<file path="src/rtl/alu_hilo_mux.sv">
// alu_hilo_mux: registered writeback selector for the MIPS datapath.
// It owns the HI/LO pair and an iterative unsigned divider (DIVU).
// Define ALU_HILO_MULTU_EN to add an iterative unsigned multiplier (MULTU)
// that shares the counter and RUN state. Without it, MULTU is an unknown funct.
module alu_hilo_mux #(
  parameter int WIDTH   = 32,
  parameter int FUNCT_W = 6
) (
  input  logic               clk,
  input  logic               rst,
  input  logic               in_valid,
  input  logic [FUNCT_W-1:0] Signal,
  input  logic [WIDTH-1:0]   ALUOut,
  input  logic [WIDTH-1:0]   Shifter,
  input  logic [WIDTH-1:0]   src_a,
  input  logic [WIDTH-1:0]   src_b,
  output logic [WIDTH-1:0]   dataOut,
  output logic               out_valid,
  output logic               busy,
  output logic               stall
);

  localparam int CW = (WIDTH > 1) ? $clog2(WIDTH) : 1;

  localparam logic [FUNCT_W-1:0] FN_AND   = FUNCT_W'(6'b100100);
  localparam logic [FUNCT_W-1:0] FN_OR    = FUNCT_W'(6'b100101);
  localparam logic [FUNCT_W-1:0] FN_ADD   = FUNCT_W'(6'b100000);
  localparam logic [FUNCT_W-1:0] FN_SUB   = FUNCT_W'(6'b100010);
  localparam logic [FUNCT_W-1:0] FN_SLT   = FUNCT_W'(6'b101010);
  localparam logic [FUNCT_W-1:0] FN_SRL   = FUNCT_W'(6'b000010);
  localparam logic [FUNCT_W-1:0] FN_DIVU  = FUNCT_W'(6'b011011);
  localparam logic [FUNCT_W-1:0] FN_MFHI  = FUNCT_W'(6'b010000);
  localparam logic [FUNCT_W-1:0] FN_MFLO  = FUNCT_W'(6'b010010);
`ifdef ALU_HILO_MULTU_EN
  localparam logic [FUNCT_W-1:0] FN_MULTU = FUNCT_W'(6'b011001);
`endif

  typedef enum logic {IDLE, RUN} state_t;

  state_t           state;
  logic [CW-1:0]    count;
  logic [WIDTH-1:0] rem;
  logic [WIDTH-1:0] quo;
  logic [WIDTH-1:0] opB;
  logic [WIDTH-1:0] hi;
  logic [WIDTH-1:0] lo;
`ifdef ALU_HILO_MULTU_EN
  logic             isMult;
  logic [WIDTH:0]   addSum;
  logic [WIDTH-1:0] mulRem;
  logic [WIDTH-1:0] mulQuo;
`endif

  logic             hiloOp;
  logic             accept;
  logic [WIDTH:0]   shiftRem;
  logic [WIDTH:0]   trial;
  logic             divFits;
  logic [WIDTH-1:0] divRem;
  logic [WIDTH-1:0] divQuo;
  logic [WIDTH-1:0] nextRem;
  logic [WIDTH-1:0] nextQuo;

  assign busy   = (state == RUN);
  assign stall  = in_valid & busy & hiloOp;
  assign accept = in_valid & ~stall;

  // Instructions that touch HI/LO or the iterative unit must wait while it runs
  always_comb begin
    hiloOp = 1'b0;
    if (Signal == FN_DIVU || Signal == FN_MFHI || Signal == FN_MFLO)
      hiloOp = 1'b1;
`ifdef ALU_HILO_MULTU_EN
    if (Signal == FN_MULTU)
      hiloOp = 1'b1;
`endif
  end

  // One restoring-divide step: shift in the next dividend bit, subtract if it fits
  always_comb begin
    shiftRem = {rem, quo[WIDTH-1]};
    trial    = shiftRem - {1'b0, opB};
    divFits  = ~trial[WIDTH];
    divRem   = divFits ? trial[WIDTH-1:0] : shiftRem[WIDTH-1:0];
    divQuo   = {quo[WIDTH-2:0], divFits};
  end

`ifdef ALU_HILO_MULTU_EN
  // One shift-add multiply step: {rem, quo} is the product register, quo holds the multiplier
  always_comb begin
    addSum = {1'b0, rem} + (quo[0] ? {1'b0, opB} : {(WIDTH+1){1'b0}});
    mulRem = addSum[WIDTH:1];
    mulQuo = {addSum[0], quo[WIDTH-1:1]};
  end
`endif

  // Pick the step result of whichever iterative operation is running
  always_comb begin
    nextRem = divRem;
    nextQuo = divQuo;
`ifdef ALU_HILO_MULTU_EN
    if (isMult) begin
      nextRem = mulRem;
      nextQuo = mulQuo;
    end
`endif
  end

  // Writeback register, HI/LO pair and the iterative-unit state machine
  always_ff @(posedge clk) begin
    if (rst) begin
      state     <= IDLE;
      count     <= '0;
      rem       <= '0;
      quo       <= '0;
      opB       <= '0;
      hi        <= '0;
      lo        <= '0;
      dataOut   <= '0;
      out_valid <= 1'b0;
`ifdef ALU_HILO_MULTU_EN
      isMult    <= 1'b0;
`endif
    end else begin
      out_valid <= 1'b0;

      if (state == RUN) begin
        rem   <= nextRem;
        quo   <= nextQuo;
        count <= count - 1'b1;
        if (count == '0) begin
          state <= IDLE;
          hi    <= nextRem;
          lo    <= nextQuo;
        end
      end

      if (accept) begin
        case (Signal)
          FN_AND, FN_OR, FN_ADD, FN_SUB, FN_SLT: begin
            dataOut   <= ALUOut;
            out_valid <= 1'b1;
          end
          FN_SRL: begin
            dataOut   <= Shifter;
            out_valid <= 1'b1;
          end
          FN_MFHI: begin
            dataOut   <= hi;
            out_valid <= 1'b1;
          end
          FN_MFLO: begin
            dataOut   <= lo;
            out_valid <= 1'b1;
          end
          FN_DIVU: begin
            state <= RUN;
            count <= CW'(WIDTH - 1);
            rem   <= '0;
            quo   <= src_a;
            opB   <= src_b;
`ifdef ALU_HILO_MULTU_EN
            isMult <= 1'b0;
`endif
          end
`ifdef ALU_HILO_MULTU_EN
          FN_MULTU: begin
            state  <= RUN;
            count  <= CW'(WIDTH - 1);
            rem    <= '0;
            quo    <= src_a;
            opB    <= src_b;
            isMult <= 1'b1;
          end
`endif
          default: begin
            dataOut   <= '0;
            out_valid <= 1'b1;
          end
        endcase
      end
    end
  end

endmodule

</file>
<file path="config.mk">
export PLATFORM = sky130hd
export DESIGN_NAME = alu_hilo_mux
export DESIGN_NICKNAME = d
export VERILOG_FILES = /design/src/rtl/alu_hilo_mux.sv
export SDC_FILE = /design/constraint.sdc
export NUM_CORES = 1
export LEC_CHECK = 0
export ABC_AREA = 1
export CAP_MARGIN = 0
export CELL_PAD_IN_SITES_DETAIL_PLACEMENT = 0
export CELL_PAD_IN_SITES_GLOBAL_PLACEMENT = 1
export CORE_MARGIN = 2
export CORE_UTILIZATION = 25
export DETAILED_ROUTE_END_ITERATION = 8
export PLACE_DENSITY_LB_ADDON = 0.1
export SYNTH_ARGS = -nofsm -noshare
export SYNTH_HDL_FRONTEND = slang
export SYNTH_SLANG_ARGS = --single-unit
</file>
<file path="constraint.sdc">
create_clock -name clk -period 4.7 [get_ports clk]
set_clock_uncertainty 0.1 [all_clocks]
set_input_delay 0.705 -clock clk [delete_from_list [all_inputs] [get_ports clk]]
set_output_delay 0.705 -clock clk [all_outputs]
set_load 0.01 [all_outputs]
</file>
==> impl_metrics.env, run 1 <==
export IMPL_status="finished, final reports clean"
export IMPL_synth_most_common_cell="nand2_1"
export IMPL_worst_pin_slew_ns=1.057
export IMPL_synth_nets=1959
export IMPL_crit_type="primary input to output port"
export IMPL_busiest_layer="met2"
export IMPL_fin_setup_tns_ns=0
export IMPL_antennaDiodeCount=0
export IMPL_drive_gt1_share_pct=4.127
export IMPL_fin_nets=2073
export IMPL_hp_start="opB[13]"
export IMPL_ys_top_cells_by_area="dfxtp_1, nand2_1, inv_1"
export IMPL_end_kind="output port"
export IMPL_min_period_ns=3.327
export IMPL_antenna_found_initial=1
export IMPL_regArea_um2=3988
export IMPL_wl_um=40520
export IMPL_post_cts_buffers=0
export IMPL_met3_usage_pct=2.352
export IMPL_seq_area_frac_synth_pct=34.68
export IMPL_clk_pin_slew_worst_paths_ns=0.08
export IMPL_drcViolationCount=0
export IMPL_cts_sinks=199
export IMPL_ir_drop_mv=0.2167
export IMPL_startpoint_type="primary input"
export IMPL_yosysTopAreaCellShare_pct=34.68
export IMPL_synth_seq_cells=199
export IMPL_async_reset_ff_share_pct=0
export IMPL_rrSetupSlack_ns=1.49
export IMPL_critPathRequiredTime_ns=3.89
export IMPL_grt_usage_pct=17.26
export IMPL_synth_edff_count=0
export IMPL_clock_latency_ns=0.47
export IMPL_dp_hpwl_um=29590
export IMPL_vias_per_cell=4.507
export IMPL_slew_headroom_pct=29.46
export IMPL_wl_per_cell_um=16.12
export IMPL_fmax_ghz=0.3006
export IMPL_use_met1_pct=24.58
export IMPL_met2_usage_pct=27.10
export IMPL_fin_area_um2=14310
export IMPL_r2r_end="hi[17]"
export IMPL_final_max_slew_viol_count=0
export IMPL_cts_made_buffers=17
export IMPL_grt_overflow=0
export IMPL_yosys_warnings=0
export IMPL_hold_path_depth=2
export IMPL_cts_tree="built"
export IMPL_die_area_um2=47680
export IMPL_finalHoldViolations=0
export IMPL_grt_max_degree=74
export IMPL_synth_distinct_cells=43
export IMPL_cap_violations=0
export IMPL_synth_ff_type="dfxtp_1"
export IMPL_syn_inst=1787
export IMPL_grt_pass1_wl_um=63710
export IMPL_drtAntennaViolNets=0
export IMPL_yosysTopAreaCell="dfxtp_1"
export IMPL_drt_pass1_iter_count=5
export IMPL_p_total_w=0.003822
export IMPL_dpl_instance_area_um2=13690
export IMPL_core_um2=45380
export IMPL_root_buffer="clkbuf_16"
export IMPL_setup_violations=0
export IMPL_vias=11331
export IMPL_port_buffers=171
export IMPL_syn_area_per_cell_um2=6.428
export IMPL_min_path_type="register to register"
export IMPL_rows=78
export IMPL_area_delta_synth_final_pct=24.56
export IMPL_worstPathArrival_ns=2.52
export IMPL_die_h_um=218.4
export IMPL_clk_path_buf_depth=2
export IMPL_die_w_um=218.4
export IMPL_hold_path_endpoint="opB[13]"
export IMPL_cts_resized=0
export IMPL_hold_buffers=0
export IMPL_num_fill_cells=5081
export IMPL_grt_setup_unrepaired="no"
export IMPL_pin_count=172
export IMPL_netlist_top_cells_count="nand2_1, inv_1, dfxtp_1, nand3_1, a21oi_1"
export IMPL_synth_area_um2=11490
export IMPL_drtIter0Drc=664
export IMPL_initial_core_util_pct=25.31
export IMPL_rr_startpoint="opB[0]"
export IMPL_htreeDepth=4
export IMPL_gp_congestion=0.8529
export IMPL_multi_input_area_um2=6017
export IMPL_cp_max_fo=3
export IMPL_worstRegToRegCells=16
export IMPL_p_leak_nw=6.332
export IMPL_finalCritPeriodShare_pct=70.78
export IMPL_grt_pass1_vias=11106
export IMPL_power_density_nw_per_um2=267.1
-- layout make-up --
cell class                 count  area share, %
multi-input combinational   1198          42.05
clock buffer                  17          2.973
sequential                   199          27.87
timing repair buffer         185          12.66
inverter                     300          7.870
tap                          600          5.247
clock inverter                15          1.329
-- worst max-delay path by stage --
stage,startpoint,to,slack (ns)
6_report,Signal[4],stall,1.37
4_1_cts,Signal[4],stall,1.38
3_5_place_dp,Signal[2],dataOut[25],1.26
2_1_floorplan,busy,stall,2.47
3_3_place_gp,Signal[4],stall,1.38
5_1_grt,opB[0],rem[24],1.19
-- power by group --
group          switching, W  internal [W]
Sequential       0.00000759       0.00170
Clock              0.000771      0.000809
Combinational      0.000325      0.000214
Total               0.00110       0.00272
-- critical path, cell delays in order --
cell and delay (ns):
clkdlybuf4s50_1 0.48, inv_1 0.07, nor2_1 0.13, nand4_1 0.25, nand2_1 0.19, nand2_1 0.06
nor2_1 0.09, clkdlybuf4s50_1 0.55
-- registers in the layout (all words and copies together) (netlist names) --
name and flops:
count 5, quo 32, rem 32, hi 32, out_valid 1, lo 32, busy 1, opB 32
dataOut 32
-- stage by stage --
stage | instances | utilization, % | hold WS [ns] | setup WS [ns]
final | 2514 | 31.53 | 0.3611 | 1.373
after global routing | 2514 | 31.53 | 0.3815 | 1.192
after CTS | 2514 | 31.53 | 0.3662 | 1.385
after detailed placement | 2482 | 30.17 | 0.3548 | 1.258
after global placement | 2482 | 30.17 | 0.3480 | 1.375
after floorplan | 1787 | - | 0.3331 | 2.471
-- cell families after synthesis --
logic type                 Yosys count  share of synthesized area [%]
adders and majority gates           35                          3.878
buffers and inverters              390                          13.23
AOI/OAI and AO/OA                  361                          18.56
DFF                                199                          34.68
xor gates and xnor gates            17                          1.296
and+or+nand+nor                    784                          28.26
muxes                                1                        0.08714
-- layer usage --
layer / share of wire, % / up-vias / wire (µm)
li1: - / 5918 / -
met1: 52 / 5183 / 21190
met2: 43 / 201 / 17430
met3: 3.3 / 27 / 1327
met4: 1.4 / 2 / 566
met5: 0.032 / - / 13
-- cells in the final DEF, fill, tap and decap left out, types with 2 or more instances in the layout --
cell type	instances
nand3_1	129
nor2_4	4
a22o_1	32
xor2_1	16
bufinv_16	2
nand4_1	12
inv_8	3
dfxtp_1	198
clkdlybuf4s50_1	170
and2_1	6
o21a_1	32
nor3_1	7
or2_2	2
inv_1	291
a21oi_2	2
inv_2	8
clkinvlp_4	2
a31oi_1	32
ha_1	34
nor2_1	105
clkinv_4	3
inv_6	2
nand2_4	5
buf_4	14
nand2_1	503
o21ai_0	96
o21bai_1	6
nor2_2	2
clkbuf_16	17
nand2_2	4
o22ai_1	32
clkinv_8	2
a21oi_1	124
Power figures use the tool's default switching activity.
==> run 2, diff against run 1 <==
==> constraint.sdc (replaced) <==
create_clock -name clk -period 2.75 [get_ports clk]
set_clock_uncertainty 0.1 [all_clocks]
set_input_delay 0.4125 -clock clk [delete_from_list [all_inputs] [get_ports clk]]
set_output_delay 0.4125 -clock clk [all_outputs]
set_load 0.01 [all_outputs]
==> impl_metrics.env, run 2 (synthesized netlist as in run 1, its figures left out) <==
export IMPL_status="finished, final reports clean"
export IMPL_slew_headroom_pct=41.36
export IMPL_core_um2=45380
export IMPL_fin_setup_tns_ns=0
export IMPL_critical_path_buf_inv_count=3
export IMPL_drcViolationCount=0
export IMPL_grt_overflow=0
export IMPL_max_stage_delay_ns=0.54
export IMPL_drive_gt1_share_pct=5.070
export IMPL_fin_nets=2092
export IMPL_htreeDepth=4
export IMPL_hold_path_depth=4
export IMPL_fmax_ghz=0.3877
export IMPL_die_w_um=218.4
export IMPL_clock_latency_ns=0.46
export IMPL_ir_drop_mv=0.3253
export IMPL_final_cells=2533
export IMPL_startpoint_type="primary input"
export IMPL_grt_max_degree=80
export IMPL_crit_type="primary input to output port"
export IMPL_grt_pass1_vias=10981
export IMPL_vias_per_cell=4.426
export IMPL_port_buffers=171
export IMPL_worstRegToRegCells=17
export IMPL_finalCritPeriodShare_pct=93.79
export IMPL_p_clk_share_pct=40.7
export IMPL_min_path_type="primary input to register"
export IMPL_pwr_share_seq_pct=44.7
export IMPL_internal_power_w=0.004720
export IMPL_p_switching_w=0.001798
export IMPL_combPwrFrac_pct=14.7
export IMPL_cts_made_buffers=17
export IMPL_critPathRequiredTime_ns=2.24
export IMPL_hold_buffers=0
export IMPL_die_area_um2=47680
export IMPL_cts_tree="built"
export IMPL_clk_pin_slew_worst_paths_ns=0.07
export IMPL_setup_violations=0
export IMPL_num_fill_cells=5086
export IMPL_layout_commonest_cell="nand2_1"
export IMPL_area_delta_synth_final_pct=26.66
export IMPL_grt_pass1_wl_um=62820
export IMPL_clk_path_buf_depth=2
export IMPL_worstPathArrival_ns=2.07
export IMPL_rr_startpoint="quo[31]"
export IMPL_final_max_slew_viol_count=0
export IMPL_worst_pin_slew_ns=0.8795
export IMPL_worstPathCellList="clkdlybuf4s50_1 -> inv_1 -> nor2_1 -> nand3_1 -> nand2_1 -> nand2_1 -> nor2_1 -> clkdlybuf4s50_1"
export IMPL_grt_setup_unrepaired="yes"
export IMPL_post_cts_buffers=0
export IMPL_hp_start="rst"
export IMPL_grt_usage_pct=16.97
export IMPL_fin_util_pct=32.06
export IMPL_end_kind="output port"
export IMPL_wl_um=40160
export IMPL_finalHoldViolations=0
export IMPL_hold_path_endpoint="quo[4]"
export IMPL_p_leak_nw=6.467
export IMPL_cts_sinks=199
export IMPL_rrSetupSlack_ns=0.19
export IMPL_critical_path_top_delay_family="buffers and inverters"
export IMPL_antennaDiodeCount=0
export IMPL_cap_violations=0
export IMPL_dp_hpwl_um=29820
export IMPL_gp_congestion=0.8724
export IMPL_antenna_found_initial=0
export IMPL_swShare_pct=27.59
export IMPL_drt_pass1_iter_count=7
export IMPL_r2r_end="hi[8]"
export IMPL_crit_slowest_cell="clkdlybuf4s50_1"
export IMPL_final_cell_mix="nand2_1, inv_1, dfxtp_1, clkdlybuf4s50_1, nand3_1"
export IMPL_pin_count=172
export IMPL_cp_max_fo=3
export IMPL_initial_core_util_pct=25.31
export IMPL_power_density_nw_per_um2=448.0
export IMPL_die_h_um=218.4
export IMPL_dp_cells=2501
export IMPL_drtIter0Drc=605
export IMPL_rows=78
export IMPL_vias=11210
export IMPL_root_buffer="clkbuf_16"
export IMPL_drtAntennaViolNets=0
export IMPL_wl_per_cell_um=15.85
export IMPL_min_period_ns=2.579
## run 2: worst register-to-register path, delay by kind of cell (launching register included)
family / cells / cell delay (ns)
adder cells (fa/ha/maj): 2 / 0.54
buffers and inverters: 4 / 0.43
flip-flops: 1 / 0.32
AND/OR/NAND/NOR: 11 / 1.07
## run 2: final cells by class
class / count / area (µm²) / area share (%)
repair buffers: 204 / 2066 / 14.20
well taps: 600 / 750.7 / 5.160
flip-flops and latches: 199 / 3988 / 27.41
multi-input cells: 1198 / 6016 / 41.34
clock inverters: 12 / 137.6 / 0.9459
clock buffers: 20 / 466.7 / 3.208
inverters: 300 / 1126 / 7.739
## run 2: per-layer routing
layer	vias to the layer above	routed length [µm]	global-route usage, %
met5	-	0	0
met4	0	526	4.671
met3	21	1280	2.102
met2	182	17270	26.47
met1	5058	21080	24.41
li1	5949	-	-
## run 2: worst max-delay path by stage
stage	from	end	slack (ns)	cells after the start
floorplan	quo[31]	rem[27]	0.53	19
global placement	Signal[0]	stall	0.15	8
detailed placement	quo[31]	hi[8]	0.14	18
CTS	quo[31]	hi[8]	0.12	18
global route	quo[31]	hi[12]	-0.007	18
finish	Signal[4]	stall	0.17	8
## run 2: power by group through the flow
| stage | clock network [W] | registers (W) | logic [W] |
|---|---|---|---|
| after CTS | 0.00277 | 0.00291 | 0.000956 |
| after floorplan | 0 | 0.00298 | 0.000531 |
| after global routing | 0.00284 | 0.00291 | 0.00107 |
| final | 0.00265 | 0.00291 | 0.000956 |
| after global placement | 0 | 0.00298 | 0.000955 |
| after detailed placement | 0 | 0.00298 | 0.000951 |
## run 2: per-stage QoR
stage               worst slack [ns]  total power (W)  cell area [µm²]  hold WS [ns]
floorplan                     0.5337         0.003510            11490        0.3331
global placement              0.1538         0.003934            13930        0.3481
detailed placement            0.1376         0.003930            13930        0.3549
CTS                           0.1186         0.006637            14530        0.2777
global route               -0.007007         0.006825            14550        0.3360
finish                        0.1708         0.006518            14550        0.3015
## run 2: repair_timing
item / CTS / global route
setup endpoints to repair: 0 / 57
resized for setup: 0 / 4
endpoints found under the hold margin: 0 / 0
==> run 3, diff against run 2 <==
--- a/config.mk
+++ b/config.mk
@@ -13,6 +13,7 @@
 export CORE_UTILIZATION = 25
 export DETAILED_ROUTE_END_ITERATION = 8
 export PLACE_DENSITY_LB_ADDON = 0.1
+export RECOVER_POWER = 100
 export SYNTH_ARGS = -nofsm -noshare
 export SYNTH_HDL_FRONTEND = slang
 export SYNTH_SLANG_ARGS = --single-unit
==> impl_metrics.env, run 3 (synthesized netlist as in run 1, its figures left out) <==
export IMPL_drtIter0Drc=592
export IMPL_ir_drop_mv=0.3244
export IMPL_status="finished, final reports clean"
export IMPL_vias_per_cell=4.432
export IMPL_clock_latency_ns=0.46
export IMPL_die_h_um=218.4
export IMPL_max_stage_delay_ns=0.54
export IMPL_clk_pin_slew_worst_paths_ns=0.07
export IMPL_rows=78
export IMPL_antenna_found_initial=0
export IMPL_cp_max_fo=3
export IMPL_critPathRequiredTime_ns=2.24
export IMPL_worstPathArrival_ns=2.06
export IMPL_cap_violations=0
export IMPL_grt_overflow=0
export IMPL_antennaDiodeCount=0
export IMPL_area_delta_synth_final_pct=26.60
export IMPL_final_cell_mix="nand2_1, inv_1, dfxtp_1, clkdlybuf4s50_1, nand3_1"
export IMPL_startpoint_type="primary input"
export IMPL_fin_nets=2092
export IMPL_wl_per_cell_um=15.85
export IMPL_clk_path_buf_depth=2
export IMPL_cts_sinks=199
export IMPL_grt_pass1_wl_um=62820
export IMPL_final_max_slew_viol_count=0
export IMPL_root_buffer="clkbuf_16"
export IMPL_worst_pin_slew_ns=0.8759
export IMPL_grt_setup_unrepaired="yes"
export IMPL_die_w_um=218.4
export IMPL_wl_met1_um=20980
export IMPL_power_density_nw_per_um2=448.1
export IMPL_dr_wl_met2_um=17280
export IMPL_die_area_um2=47680
export IMPL_core_um2=45380
export IMPL_initial_core_util_pct=25.31
export IMPL_pre_cts_slack_ns=0.1376
export IMPL_cts_tree="built"
export IMPL_gp_congestion=0.8724
export IMPL_post_cts_buffers=0
export IMPL_dp_hpwl_um=29820
export IMPL_p_leak_nw=6.463
export IMPL_drcViolationCount=0
export IMPL_worstPathCellList="clkdlybuf4s50_1 -> inv_1 -> nor3_1 -> nand3_1 -> nand2_1 -> nand2_1 -> nor2_1 -> clkdlybuf4s50_1"
export IMPL_fmax_ghz=0.3892
export IMPL_port_buffers=171
export IMPL_min_period_ns=2.570
export IMPL_grt_usage_pct=16.97
export IMPL_pin_count=172
export IMPL_critical_path_buf_inv_count=3
export IMPL_grt_pass1_vias=10981
export IMPL_drtAntennaViolNets=0
export IMPL_grt_max_degree=80
export IMPL_drt_pass1_iter_count=7
export IMPL_finalCritPeriodShare_pct=93.44
export IMPL_finalHoldViolations=0
export IMPL_p_total_w=0.006516
export IMPL_vias=11226
export IMPL_fin_hold_ws_ns=0.3034
export IMPL_wl_um=40150
export IMPL_slew_headroom_pct=41.61
export IMPL_end_kind="output port"
export IMPL_wl_met3_um=1362
export IMPL_min_path_type="primary input to register"
export IMPL_critical_path_top_delay_family="buffers and inverters"
export IMPL_drive_gt1_share_pct=4.966
export IMPL_cts_made_buffers=17
export IMPL_fin_util_pct=32.05
export IMPL_crit_type="primary input to output port"
export IMPL_layout_commonest_cell="nand2_1"
export IMPL_setup_violations=0
export IMPL_htreeDepth=4
export IMPL_dr_max_layer_used="met4"
export IMPL_crit_slowest_cell="clkdlybuf4s50_1"
export IMPL_worst_slack_ns=0.1805
-- run 3: final cells by class --
cell class | instances | area [µm²]
sequential | 199 | 3988
tap | 600 | 750.7
clock buffer | 20 | 466.7
fill | 5088 | 30840
clock inverter | 12 | 137.6
timing repair buffer | 204 | 2062
multi-input combinational | 1198 | 6012
inverter | 300 | 1126
-- run 3: through the flow --
| stage | cell area (µm²) | setup TNS [ns] | instances |
|---|---|---|---|
| 2_1_floorplan | 11490 | 0 | 1787 |
| 3_3_place_gp | 13930 | 0 | 2501 |
| 3_5_place_dp | 13930 | 0 | 2501 |
| 4_1_cts | 14530 | 0 | 2533 |
| 5_1_grt | 14540 | -0.009922 | 2533 |
| 6_report | 14540 | 0 | 2533 |
-- run 3: report_power, final --
| group | total (W) | switching, W | internal (W) |
|---|---|---|---|
| Clock | 0.00265 | 0.00122 | 0.00143 |
| Sequential | 0.00291 | 0.0000130 | 0.00290 |
| Combinational | 0.000955 | 0.000560 | 0.000394 |
-- run 3: final timing paths --
check	startpoint	end	slack, ns	cells past startpoint
worst max-delay path	Signal[0]	stall	0.18	8
worst min-delay path	rst	quo[4]	0.30	4
worst max register to register	quo[31]	hi[8]	0.19	17
worst min register to register	opB[13]	opB[13]	0.36	2
-- run 3: worst min-delay path: stages --
cell and delay, ns:
buf_2 0.10, inv_2 0.14, o21ai_0 0.12, a31oi_1 0.04
-- run 3: what timing repair did --
item | CTS | global route
endpoints found under the setup margin | 0 | 57
gates resized for setup | 0 | 4
hold buffers | 0 | 0
-- run 3: metal layers --
layer	vias to the layer above	track usage, %
met3	23	2.102
met4	0	4.671
li1	5951	-
met5	-	0
met1	5060	24.41
met2	192	26.47
